==> config.mk <==
export PLATFORM = sky130hd
export DESIGN_NAME = cpu_run_monitor
export DESIGN_NICKNAME = d
export VERILOG_FILES = /design/src/rtl/cpu_mon_pkg.sv /design/src/rtl/cpu_run_monitor_trace_fifo.sv /design/src/rtl/cpu_run_monitor.sv
export SDC_FILE = /design/constraint.sdc
export NUM_CORES = 1
export LEC_CHECK = 0
export ABC_AREA = 1
export CAP_MARGIN = 20
export CORE_UTILIZATION = 57
export DETAILED_ROUTE_END_ITERATION = 8
export DONT_BUFFER_PORTS = 1
export PLACE_DENSITY = 0.83
export SLEW_MARGIN = 20
export SYNTH_ARGS = -nofsm -noshare
export SYNTH_HDL_FRONTEND = slang
export SYNTH_SLANG_ARGS = --single-unit
==> constraint.sdc <==
create_clock -name i_clk -period 2.2 [get_ports i_clk]
set_input_delay 0 -clock i_clk [delete_from_list [all_inputs] [get_ports i_clk]]
set_output_delay 0 -clock i_clk [all_outputs]
set_load 0.02 [all_outputs]
==> src/rtl/cpu_mon_pkg.sv <==
// Shared types for the CPU run monitor: FSM states, failure codes and the
// trace entry layout (defaults match the VeriRISC-class core).
package cpu_mon_pkg;

  localparam int MON_PC_W   = 5;
  localparam int MON_OP_W   = 3;
  localparam int MON_DATA_W = 8;

  typedef enum logic [1:0] {IDLE, RUN, PASS, FAIL} mon_state_t;

  typedef enum logic [1:0] {
    FC_NONE    = 2'd0,
    FC_PC      = 2'd1,
    FC_TIMEOUT = 2'd2
  } fail_code_t;

  typedef struct packed {
    logic [MON_PC_W-1:0]   pc;
    logic [MON_OP_W-1:0]   opcode;
    logic [MON_DATA_W-1:0] alu_out;
  } trace_entry_t;

endpackage

==> src/rtl/cpu_run_monitor_trace_fifo.sv <==
// Circular trace buffer: overwrites the oldest entry when full, one-cycle
// read latency, occupancy count and a sticky overflow flag reset by clear.
module trace_fifo #(
  parameter int W     = 16,
  parameter int DEPTH = 16
) (
  input  logic                     i_clk,
  input  logic                     i_rst,
  input  logic                     i_clear,
  input  logic                     i_push,
  input  logic [W-1:0]             i_din,
  input  logic                     i_pop,
  output logic                     o_rd_valid,
  output logic [W-1:0]             o_rd_data,
  output logic [$clog2(DEPTH):0]   o_count,
  output logic                     o_overflow
);
  localparam int AW = $clog2(DEPTH);

  logic [W-1:0]  r_mem [DEPTH];
  logic [AW-1:0] r_wr;
  logic [AW-1:0] r_rd;
  logic [AW:0]   r_count;
  logic          r_ovf;
  logic          r_rd_valid;
  logic [W-1:0]  r_rd_data;

  logic w_full;
  logic w_pop;

  assign w_full = (r_count == (AW+1)'(DEPTH));
  assign w_pop  = i_pop && (r_count != '0);

  // Storage write; contents need no reset since pointers define validity.
  // When full, wr and rd pointers coincide, so a push overwrites the oldest.
  always_ff @(posedge i_clk) begin
    if (i_push && !i_clear) r_mem[r_wr] <= i_din;
  end

  // Pointer, count, overflow and read-port control.
  always_ff @(posedge i_clk) begin
    if (!i_rst) begin
      r_wr       <= '0;
      r_rd       <= '0;
      r_count    <= '0;
      r_ovf      <= 1'b0;
      r_rd_valid <= 1'b0;
      r_rd_data  <= '0;
    end else if (i_clear) begin
      r_wr       <= '0;
      r_rd       <= '0;
      r_count    <= '0;
      r_ovf      <= 1'b0;
      r_rd_valid <= 1'b0;
    end else begin
      r_rd_valid <= w_pop;
      // Read sees the pre-write slot value, so pop+push on full is safe.
      if (w_pop) r_rd_data <= r_mem[r_rd];
      if (i_push) r_wr <= r_wr + AW'(1);
      // A push into a full buffer without a pop drops the oldest entry.
      if (w_pop || (i_push && w_full)) r_rd <= r_rd + AW'(1);
      if (i_push && w_full && !w_pop) r_ovf <= 1'b1;
      if (i_push && !w_pop && !w_full)  r_count <= r_count + (AW+1)'(1);
      else if (w_pop && !i_push)        r_count <= r_count - (AW+1)'(1);
    end
  end

  assign o_rd_valid = r_rd_valid;
  assign o_rd_data  = r_rd_data;
  assign o_count    = r_count;
  assign o_overflow = r_ovf;

endmodule

==> src/rtl/cpu_run_monitor.sv <==
// Run supervisor for a VeriRISC-class CPU: counts fetches, traces
// {pc, opcode, alu_out}, enforces a cycle-budget watchdog and checks halt PC.
module cpu_run_monitor
  import cpu_mon_pkg::*;
#(
  parameter int PC_W        = MON_PC_W,
  parameter int OP_W        = MON_OP_W,
  parameter int DATA_W      = MON_DATA_W,
  parameter int TRACE_DEPTH = 16,
  parameter int CNT_W       = 16
) (
  input  logic                            i_clk,
  input  logic                            i_rst,
  input  logic                            i_start,
  input  logic [PC_W-1:0]                 i_exp_pc,
  input  logic [CNT_W-1:0]                i_max_cycles,
  input  logic                            i_load_ir,
  input  logic                            i_halt,
  input  logic [PC_W-1:0]                 i_pc,
  input  logic [OP_W-1:0]                 i_opcode,
  input  logic [DATA_W-1:0]               i_alu_out,
  output logic                            o_busy,
  output logic                            o_done,
  output logic                            o_pass,
  output logic [1:0]                      o_fail_code,
  output logic [PC_W-1:0]                 o_final_pc,
  output logic [CNT_W-1:0]                o_instr_count,
  input  logic                            i_tr_rd_en,
  output logic                            o_tr_rd_valid,
  output logic [PC_W+OP_W+DATA_W-1:0]     o_tr_rd_data,
  output logic [$clog2(TRACE_DEPTH):0]    o_tr_count,
  output logic                            o_tr_overflow
);
  localparam int TW = PC_W + OP_W + DATA_W;

  mon_state_t       r_state;
  fail_code_t       r_fail;
  logic             r_load_q;
  logic             r_halt_q;
  logic [PC_W-1:0]  r_exp_pc;
  logic [CNT_W-1:0] r_max;
  logic [CNT_W-1:0] r_cyc;
  logic [CNT_W-1:0] r_instr;
  logic             r_busy;
  logic             r_done;
  logic             r_pass;
  logic [PC_W-1:0]  r_final_pc;

  logic          w_run;
  logic          w_start_ok;
  logic          w_cap;
  logic          w_halt_edge;
  logic          w_wdog;
  logic [TW-1:0] w_entry;

  assign w_run       = (r_state == RUN);
  assign w_start_ok  = i_start && !w_run;
  assign w_cap       = w_run && i_load_ir && !r_load_q;
  assign w_halt_edge = w_run && i_halt && !r_halt_q;
  assign w_wdog      = w_run && (r_max != '0) && (r_cyc == r_max - CNT_W'(1));
  assign w_entry     = {i_pc, i_opcode, i_alu_out};

  // Previous-cycle copies of the CPU level strobes for edge detection.
  // Tracked in every state so a halt already high at start is not an edge.
  always_ff @(posedge i_clk) begin
    if (!i_rst) begin
      r_load_q <= 1'b0;
      r_halt_q <= 1'b0;
    end else begin
      r_load_q <= i_load_ir;
      r_halt_q <= i_halt;
    end
  end

  // Run FSM with registered status outputs; halt edge outranks the watchdog.
  always_ff @(posedge i_clk) begin
    if (!i_rst) begin
      r_state    <= IDLE;
      r_fail     <= FC_NONE;
      r_exp_pc   <= '0;
      r_max      <= '0;
      r_cyc      <= '0;
      r_instr    <= '0;
      r_busy     <= 1'b0;
      r_done     <= 1'b0;
      r_pass     <= 1'b0;
      r_final_pc <= '0;
    end else begin
      case (r_state)
        RUN: begin
          r_cyc <= r_cyc + CNT_W'(1);
          if (w_cap && (r_instr != '1)) r_instr <= r_instr + CNT_W'(1);
          if (w_halt_edge) begin
            r_final_pc <= i_pc;
            r_busy     <= 1'b0;
            r_done     <= 1'b1;
            if (i_pc == r_exp_pc) begin
              r_state <= PASS;
              r_pass  <= 1'b1;
              r_fail  <= FC_NONE;
            end else begin
              r_state <= FAIL;
              r_pass  <= 1'b0;
              r_fail  <= FC_PC;
            end
          end else if (w_wdog) begin
            r_state    <= FAIL;
            r_final_pc <= i_pc;
            r_busy     <= 1'b0;
            r_done     <= 1'b1;
            r_pass     <= 1'b0;
            r_fail     <= FC_TIMEOUT;
          end
        end
        default: begin
          if (w_start_ok) begin
            r_state    <= RUN;
            r_exp_pc   <= i_exp_pc;
            r_max      <= i_max_cycles;
            r_cyc      <= '0;
            r_instr    <= '0;
            r_busy     <= 1'b1;
            r_done     <= 1'b0;
            r_pass     <= 1'b0;
            r_fail     <= FC_NONE;
            r_final_pc <= '0;
          end
        end
      endcase
    end
  end

  trace_fifo #(.W(TW), .DEPTH(TRACE_DEPTH)) u_trace (
    .i_clk      (i_clk),
    .i_rst      (i_rst),
    .i_clear    (w_start_ok),
    .i_push     (w_cap),
    .i_din      (w_entry),
    .i_pop      (i_tr_rd_en),
    .o_rd_valid (o_tr_rd_valid),
    .o_rd_data  (o_tr_rd_data),
    .o_count    (o_tr_count),
    .o_overflow (o_tr_overflow)
  );

  assign o_busy        = r_busy;
  assign o_done        = r_done;
  assign o_pass        = r_pass;
  assign o_fail_code   = r_fail;
  assign o_final_pc    = r_final_pc;
  assign o_instr_count = r_instr;

endmodule

---- Word level (Yosys, flattened, before mapping) ----
Memory sizes are Yosys's and may differ from the RTL's. A register that Yosys moved wholly into a read port is not among the register bits.
Cells that the tools add are included.
word-level totals
  RAM bits ................................ 256
  word-level logic and storage cells ...... 101
  register bits ........................... 82
  memories ................................ 1
  output and inout port bits .............. 49
  bits of input ports ..................... 43
  latch bits .............................. 0
  bits in read-only memories .............. 0
memory list
  name           depth  width  rd ports  clocked after memory_dff  wr ports  line                              source
  u_trace.r_mem  16     16     1         1                         1         cpu_run_monitor_trace_fifo.sv:20  logic [W-1:0] r_mem [DEPTH];
operators by class
  divide/modulo/power cells ............... 0
  order comparisons ....................... 0
  equality and inequality tests ........... 7
  bitwise gates (word level) .............. 3
  multiplexer cells ....................... 33
  shift operators ......................... 0
  reductions and logical operators ........ 33
  add/sub/neg operators ................... 7
  multipliers ............................. 0
operator list
  kind                                                   number
  two-way mux 16 bit                                     4
  adder 16 x 1 -> 16 bit, second input constant          2
  two-way mux 5 bit                                      6
  == test 16 bit                                         1
  two-way mux 2 bit                                      8
  inequality test 16 bit, second input constant          1
  nonzero test 16 bit                                    1
  subtractor 16 x 1 -> 16 bit, second input constant     1
  logical AND 1 bit                                      15
  two-way mux 1 bit                                      15
  adder 4 x 1 -> 4 bit, second input constant            2
  zero test 1 bit                                        8
  AND reduction 2 bit                                    4
  adder 5 x 1 -> 5 bit, second input constant            1
  == test 5 bit                                          1
  == test 5 bit, second input constant                   1
  nonzero test 5 bit                                     1
  subtractor 5 x 1 -> 5 bit, second input constant       1
  nonzero test 2 bit                                     2
  inequality test 3 x 1 -> 1 bit, second input constant  1
  NOT 1 bit                                              3
  == test 2 x 1 -> 1 bit, second input constant          1
  inequality test 2 x 1 -> 1 bit, second input constant  1
  OR reduction 2 bit                                     1
  logical OR 1 bit                                       1

---- Depth between registers and ports, before layout ----
  depth after elaboration ................. 7
  gate-level depth with buffers ........... 17
  mapped depth without buffers ............ 16

---- By module ----
Synthesis repeated with hierarchy kept, for this count alone.
unflattened totals
  cell total of the unflattened synthesis .. 1714
  area, all modules ....................... 15944.0 µm²
modules (own cells, without submodules)
  module           times used  area each (µm²)  cells each  seq. area each (µm²)
  trace_fifo       1           12395.6          1203        8308.0
  cpu_run_monitor  1           3548.4           511         1321.3

---- Worst setup path after synthesis ----
OpenSTA, ideal clock, no wires.
  kind .................................... flip-flop to flip-flop
  start point ............................. register r_state[1]
  end point ............................... memory u_trace.r_mem[11][0], enable pin
  slack ................................... -0.184 ns
  path buffers ............................ 0
  cell stages (with the launch flop) ...... 8
  setup time .............................. 0.388 ns
  period minus slack after synthesis ...... 2.384 ns
  data required time ...................... 1.812 ns
  arrival ................................. 1.996 ns
  cell sequence ........................... dfxtp_1 nor2_4 inv_4 nor3_4 inv_2 nor2_1 nand2_1 nor2_1
on the way
  longest elaborated chain between the ends .. 7
  elaborated cells between the ends (all ways) .. 9
  classes of those cells .................. 1 x eq/ne; 2 x mux; 6 x reduce/logical
RTL lines
  what                                         line                              source
  start, declared                              cpu_run_monitor.sv:36             mon_state_t r_state;
  start signal, assigned                       cpu_run_monitor.sv:78             r_state <= IDLE;
  start signal, assigned                       cpu_run_monitor.sv:98             r_state <= PASS;
  start signal, assigned                       cpu_run_monitor.sv:102            r_state <= FAIL;
  == test 2 x 1 -> 1 bit (*)                   cpu_run_monitor.sv:56             assign w_run = (r_state == RUN);
  zero test 1 bit                              cpu_run_monitor.sv:57             assign w_start_ok = i_start && !w_run;
  logical AND 1 bit                            cpu_run_monitor.sv:57
  zero test 1 bit                              cpu_run_monitor_trace_fifo.sv:37  if (i_push && !i_clear) r_mem[r_wr] <= i_din;
  logical AND 1 bit (*)                        cpu_run_monitor_trace_fifo.sv:37
  two-way mux 1 bit (*)                        cpu_run_monitor_trace_fifo.sv:37
  two-way mux 1 bit (implied by the code) (*)  cpu_run_monitor_trace_fifo.sv:37
  end, declared                                cpu_run_monitor_trace_fifo.sv:20
Mark *: on every way between the ends. The rest lies on a longest branch, timed or not.

---- Worst setup path in the final report ----
  start point ............................. register r_max[0]
  end point ............................... register r_final_pc[1], in the netlist o_final_pc[1]
on the way
  longest elaborated chain between the ends .. 5
  elaborated cells between the ends (all ways) .. 7
  classes of those cells .................. 1 x add/sub; 2 x eq/ne; 4 x reduce/logical
RTL lines
  what                                                                       line                    source
  start, declared                                                            cpu_run_monitor.sv:41   logic [CNT_W-1:0] r_max;
  start signal, assigned                                                     cpu_run_monitor.sv:119  r_max <= i_max_cycles;
  subtractor 16 x 1 -> 16 bit / nonzero test 16 bit (equally long branches)  cpu_run_monitor.sv:60   assign w_wdog = w_run && (r_max != '0) && (r_cyc == r_max - CNT_W'(1));
  == test 16 bit / logical AND 1 bit (equally long branches)                 cpu_run_monitor.sv:60
  logical AND 1 bit (*)                                                      cpu_run_monitor.sv:60
  inequality test 3 x 1 -> 1 bit (no line) (*)                               --
  AND reduction 2 bit (no line) (*)                                          --
  end signal, assigned                                                       cpu_run_monitor.sv:94   r_final_pc <= i_pc;
  end signal, assigned                                                       cpu_run_monitor.sv:108  r_final_pc <= i_pc;
  end, declared                                                              cpu_run_monitor.sv:47   logic [PC_W-1:0] r_final_pc;
Marks and branches as above.
A chain may end at the register's enable or synchronous reset.

==> summary by stage <==
Run status
The flow ran to the end, and the final reports show no timing, DRC or antenna violations.

GRT
After global routing the overflow that remains totals 0. Entering global routing, the biggest net connects 132 pins. The first global-routing pass estimated 60700 um of wire.

The number of antenna violations at the first check in global routing was 4. The via count of the first global-routing pass is 11200. The overall global routing resource usage is 0.300.

STA
The actual transition at the worst max-transition pin is 0.866 ns. The fmax is 0.460 GHz. Across all setup checks in the final design, the least slack found is 0.0249 ns. The relative max-transition margin is 0.421. The number of max-slew violations in the final report is 0. Setup repair after global routing could not meet its margin everywhere. The final period demand of the worst path is 2.18 ns.

Setup violations remaining at the end of the flow were counted as 0. The number of hold-slack violations in the final timing report is 0. Of the available clock period, the critical path in the final layout requires 0.989.

Across the routed clock network, the largest skew measured is 0.0211 ns.

Clock network
The clock input transition at the sequential cells of the worst setup and hold paths is 0.06 ns. The number of clock sinks is 353. The later pin in the worst-skew pair is clocked with a latency of 0.54 ns. The clock passes through at most 3 buffers.

TritonCTS built the clock tree. The clock tree root driver cell is clkbuf_16. The number of H-tree levels is 2. The total CTS buffers is 37.

Route
The final routed wirelength across all metal layers is 39400 um. Once detail routing completed, the nets flagged for antenna violations numbered 0. Using the TritonRoute via totals, the vias-per-cell ratio works out to 6.19. The remaining design rule violation count is 0. The average routed wire per standard cell is 21.5 um. The first detailed-routing pass took 5 iterations.

For this block, the initial DRC count from the detailed router was 1464. The routed layout has 11300 vias.

Worst hold path
The endpoint of the worst hold-timing path is r_load_q. The number of stages on the worst hold path is 3. In this run the worst hold path is classified as input port to register.

The launch instance of the worst min-delay path is i_rst.

Synth
The proportion of synthesized chip area in sequential cells is 0.651. Among all flip-flop cells after synthesis, the most frequent one is edfxtp_1. The fraction of synthesis flops using an asynchronous set or reset pin is 0. The post-synthesis compound-gate area fraction is 0.146. A synthesized cell averages 10.6 um2. After technology mapping, the gate count stands at 1392.

The synthesized netlist contains 43 unique library cells. The multiplexer share of the synthesized area is 0. The count of flip-flops with a built-in enable after synthesis is 256. The number of flip-flops and latches in the synthesized netlist is 353.

The net count after synthesis is 1448. The simple-gate share of the synthesized area is 0.134. Yosys printed 0 warnings. Of the total synthesized cell area, the portion taken by full adders, half adders and majority gates is 0.0115.

The area of the mapped netlist is 14800 um2. Of the total synthesized cell area, the portion taken by XOR and XNOR cells is 0.0107. After synthesis, the largest family of logic cells by area is compound AO/OA/AOI/OAI gates.

Power and ir drop
For this design the static power due to leakage is 6.21 nW. The worst ir drop on vdd is 747 uV. Dividing total power by cell area gives a power density of 943 nW/um2. Total power for the finished layout comes to 16.5 mW.

Worst setup path
Measured in cells, the most critical reg-to-reg path has a length of 15. In this run the worst path has a maximum fanout of 7. The startpoint type of the worst setup path is a register. For flop-to-flop paths, the worst setup slack is 0.02 ns. Data on the critical path arrives at its endpoint at 2.64 ns. In this run the critical register-to-register path is captured at o_final_pc[1]. STA classifies the critical path endpoint as a register. The worst register-to-register path begins at r_max[0]. The kind of critical path is register to register. STA puts the critical path data required time at 2.66 ns.

Floorplan
The die footprint is 26600 um2. The count of standard-cell rows is 58. The count of boundary I/O pins is 92. The region available for standard cell placement spans 25300 um2. The overall die width is 163 um.

The height of the die is 163 um. The initial core utilization is 0.584.

Placed design
At the end of routability-driven placement, the weighted congestion stood at 0.896. The post-placement cell area is 15700 um2. During placement, the flow inserted port buffers numbering 0. Prior to clock tree synthesis, the placed netlist has a worst setup slack of 0.0181 ns.

The detailed placement HPWL is 22400 um.

Cells and area
The number of inserted filler cells in the final layout is 1628. Summing all non-filler instances in the final layout gives an area of 17500 um2. Compared with the post-synthesis result, the final layout area differs by 18.1%. Of the cells placed in the final design, the portion with a size suffix greater than 1 is 0.126. Leaving out fill and tap cells, the most frequent cells in the layout are 256 x edfxtp_1, 190 x nor2_1, 169 x o21ai_0. The register cell area after layout is 9640 um2. The number of nets in the finished design is 1526. The most frequent standard cell in the layout excluding fill and tap cells is edfxtp_1.

In the final layout, the multi-input gates occupy 4610 um2.

Flow run
The number of max-cap violations is 0.
metal layers:
metal,part of all wire,track usage,wire (um)
met1,0.37,0.373,14500
met2,0.48,0.492,18900
met3,0.11,0.0802,4440
met4,0.039,0.135,1520
met5,0.00033,0,13
Yosys cell counts, drive strengths merged (2+ instances only):
library cell	n	area, um2
o211ai	19	143
o22ai	23	144
or2	2	12.5
clkbuf	60	225
clkinv	3	11.3
edfxtp	256	7690
nor4	3	18.8
buf	9	48.8
nand4	11	68.8
nor3	14	97.6
nand3	61	310
o21ai	172	861
inv	107	404
o21bai	19	143
xnor2	6	52.6
nor2	218	863
xor2	12	105
o311a	2	20.0
o221ai	46	403
a31oi	2	12.5
dfxtp	97	1940
a32oi	2	17.5
a21oi	80	400
nand2	151	607
ha	12	150
power breakdown:
part           internal, mW  switching (mW)  total, mW
sequential             7.33           0.293       7.62
combinational         0.876            1.75       2.62
clock                  3.66            2.58       6.24
total                  11.9            4.62       16.5
layout make-up:
class | count | area share
Tap cell | 330 | 0.0236
Inverter | 110 | 0.0238
Sequential cell | 353 | 0.552
Multi-Input combinational cell | 860 | 0.264
Antenna cell | 2 | 0.000286
Clock buffer | 52 | 0.0568
Clock inverter | 16 | 0.0121
Timing Repair Buffer | 108 | 0.0679
logic make-up (layout without fill, tap and decap cells):
family,after synthesis,after routing
AO/OA/AOI/OAI,368,368
XOR/XNOR,18,18
adder cells (fa/ha/maj),13,13
buffers and inverters,179,286
flip-flops,353,353
other,0,2
AND/OR/NAND/NOR,461,461
worst max path at each step:
stage	from	end	slack, ns	depth (start not counted)
after floorplan	r_state[1]	u_trace.r_mem[11][0]	-0.17	7
after global placement	r_state[0]	u_trace.o_count[4]	0.06	15
after detailed placement	r_state[0]	u_trace.o_count[4]	0.02	15
after CTS	r_max[0]	o_final_pc[0]	0.008	16
after global routing	r_max[0]	o_final_pc[1]	-0.07	15
final	r_max[0]	o_final_pc[1]	0.02	15
critical path, cell delays in order, from the launching register on:
cell	delay, ns
dfxtp_2	0.34
inv_2	0.05
ha_4	0.24
nand2_2	0.08
inv_1	0.06
nor2_2	0.09
nand2_1	0.07
nor2_1	0.10
nand2_1	0.05
nor2_1	0.12
nand3_1	0.09
nor2_2	0.13
nand3_2	0.13
nand2_4	0.16
nand3_1	0.13
a21oi_2	0.24
stage by stage:
stage,TNS (ns),utilization,hold slack [ns],cells
final,0,0.690,0.131,1831
after global placement,0,0.620,0.0958,1713
after floorplan,-5.69,-,0.0935,1392
after detailed placement,0,0.620,0.0993,1713
after CTS,0,0.686,0.0999,1827
after global routing,-0.158,0.690,0.165,1831
sequential cells by signal, summed over array words and instances (netlist names), 4 cells and up:
signal / count
u_trace.r_wr: 4
r_max: 16
r_exp_pc: 5
u_trace.o_rd_data: 16
u_trace.r_mem: 256
u_trace.r_rd: 4
r_cyc: 16
o_instr_count: 16
o_final_pc: 5
u_trace.o_count: 5
repair_timing:
item,4_1_cts,5_1_grt
hold buffers,46,0
gates resized for setup,0,23
endpoints found under the setup margin,1,15
endpoints found under the hold margin,327,0
buffers inserted,0,2
pin swaps,1,11
(Power assumes the default switching activity.)
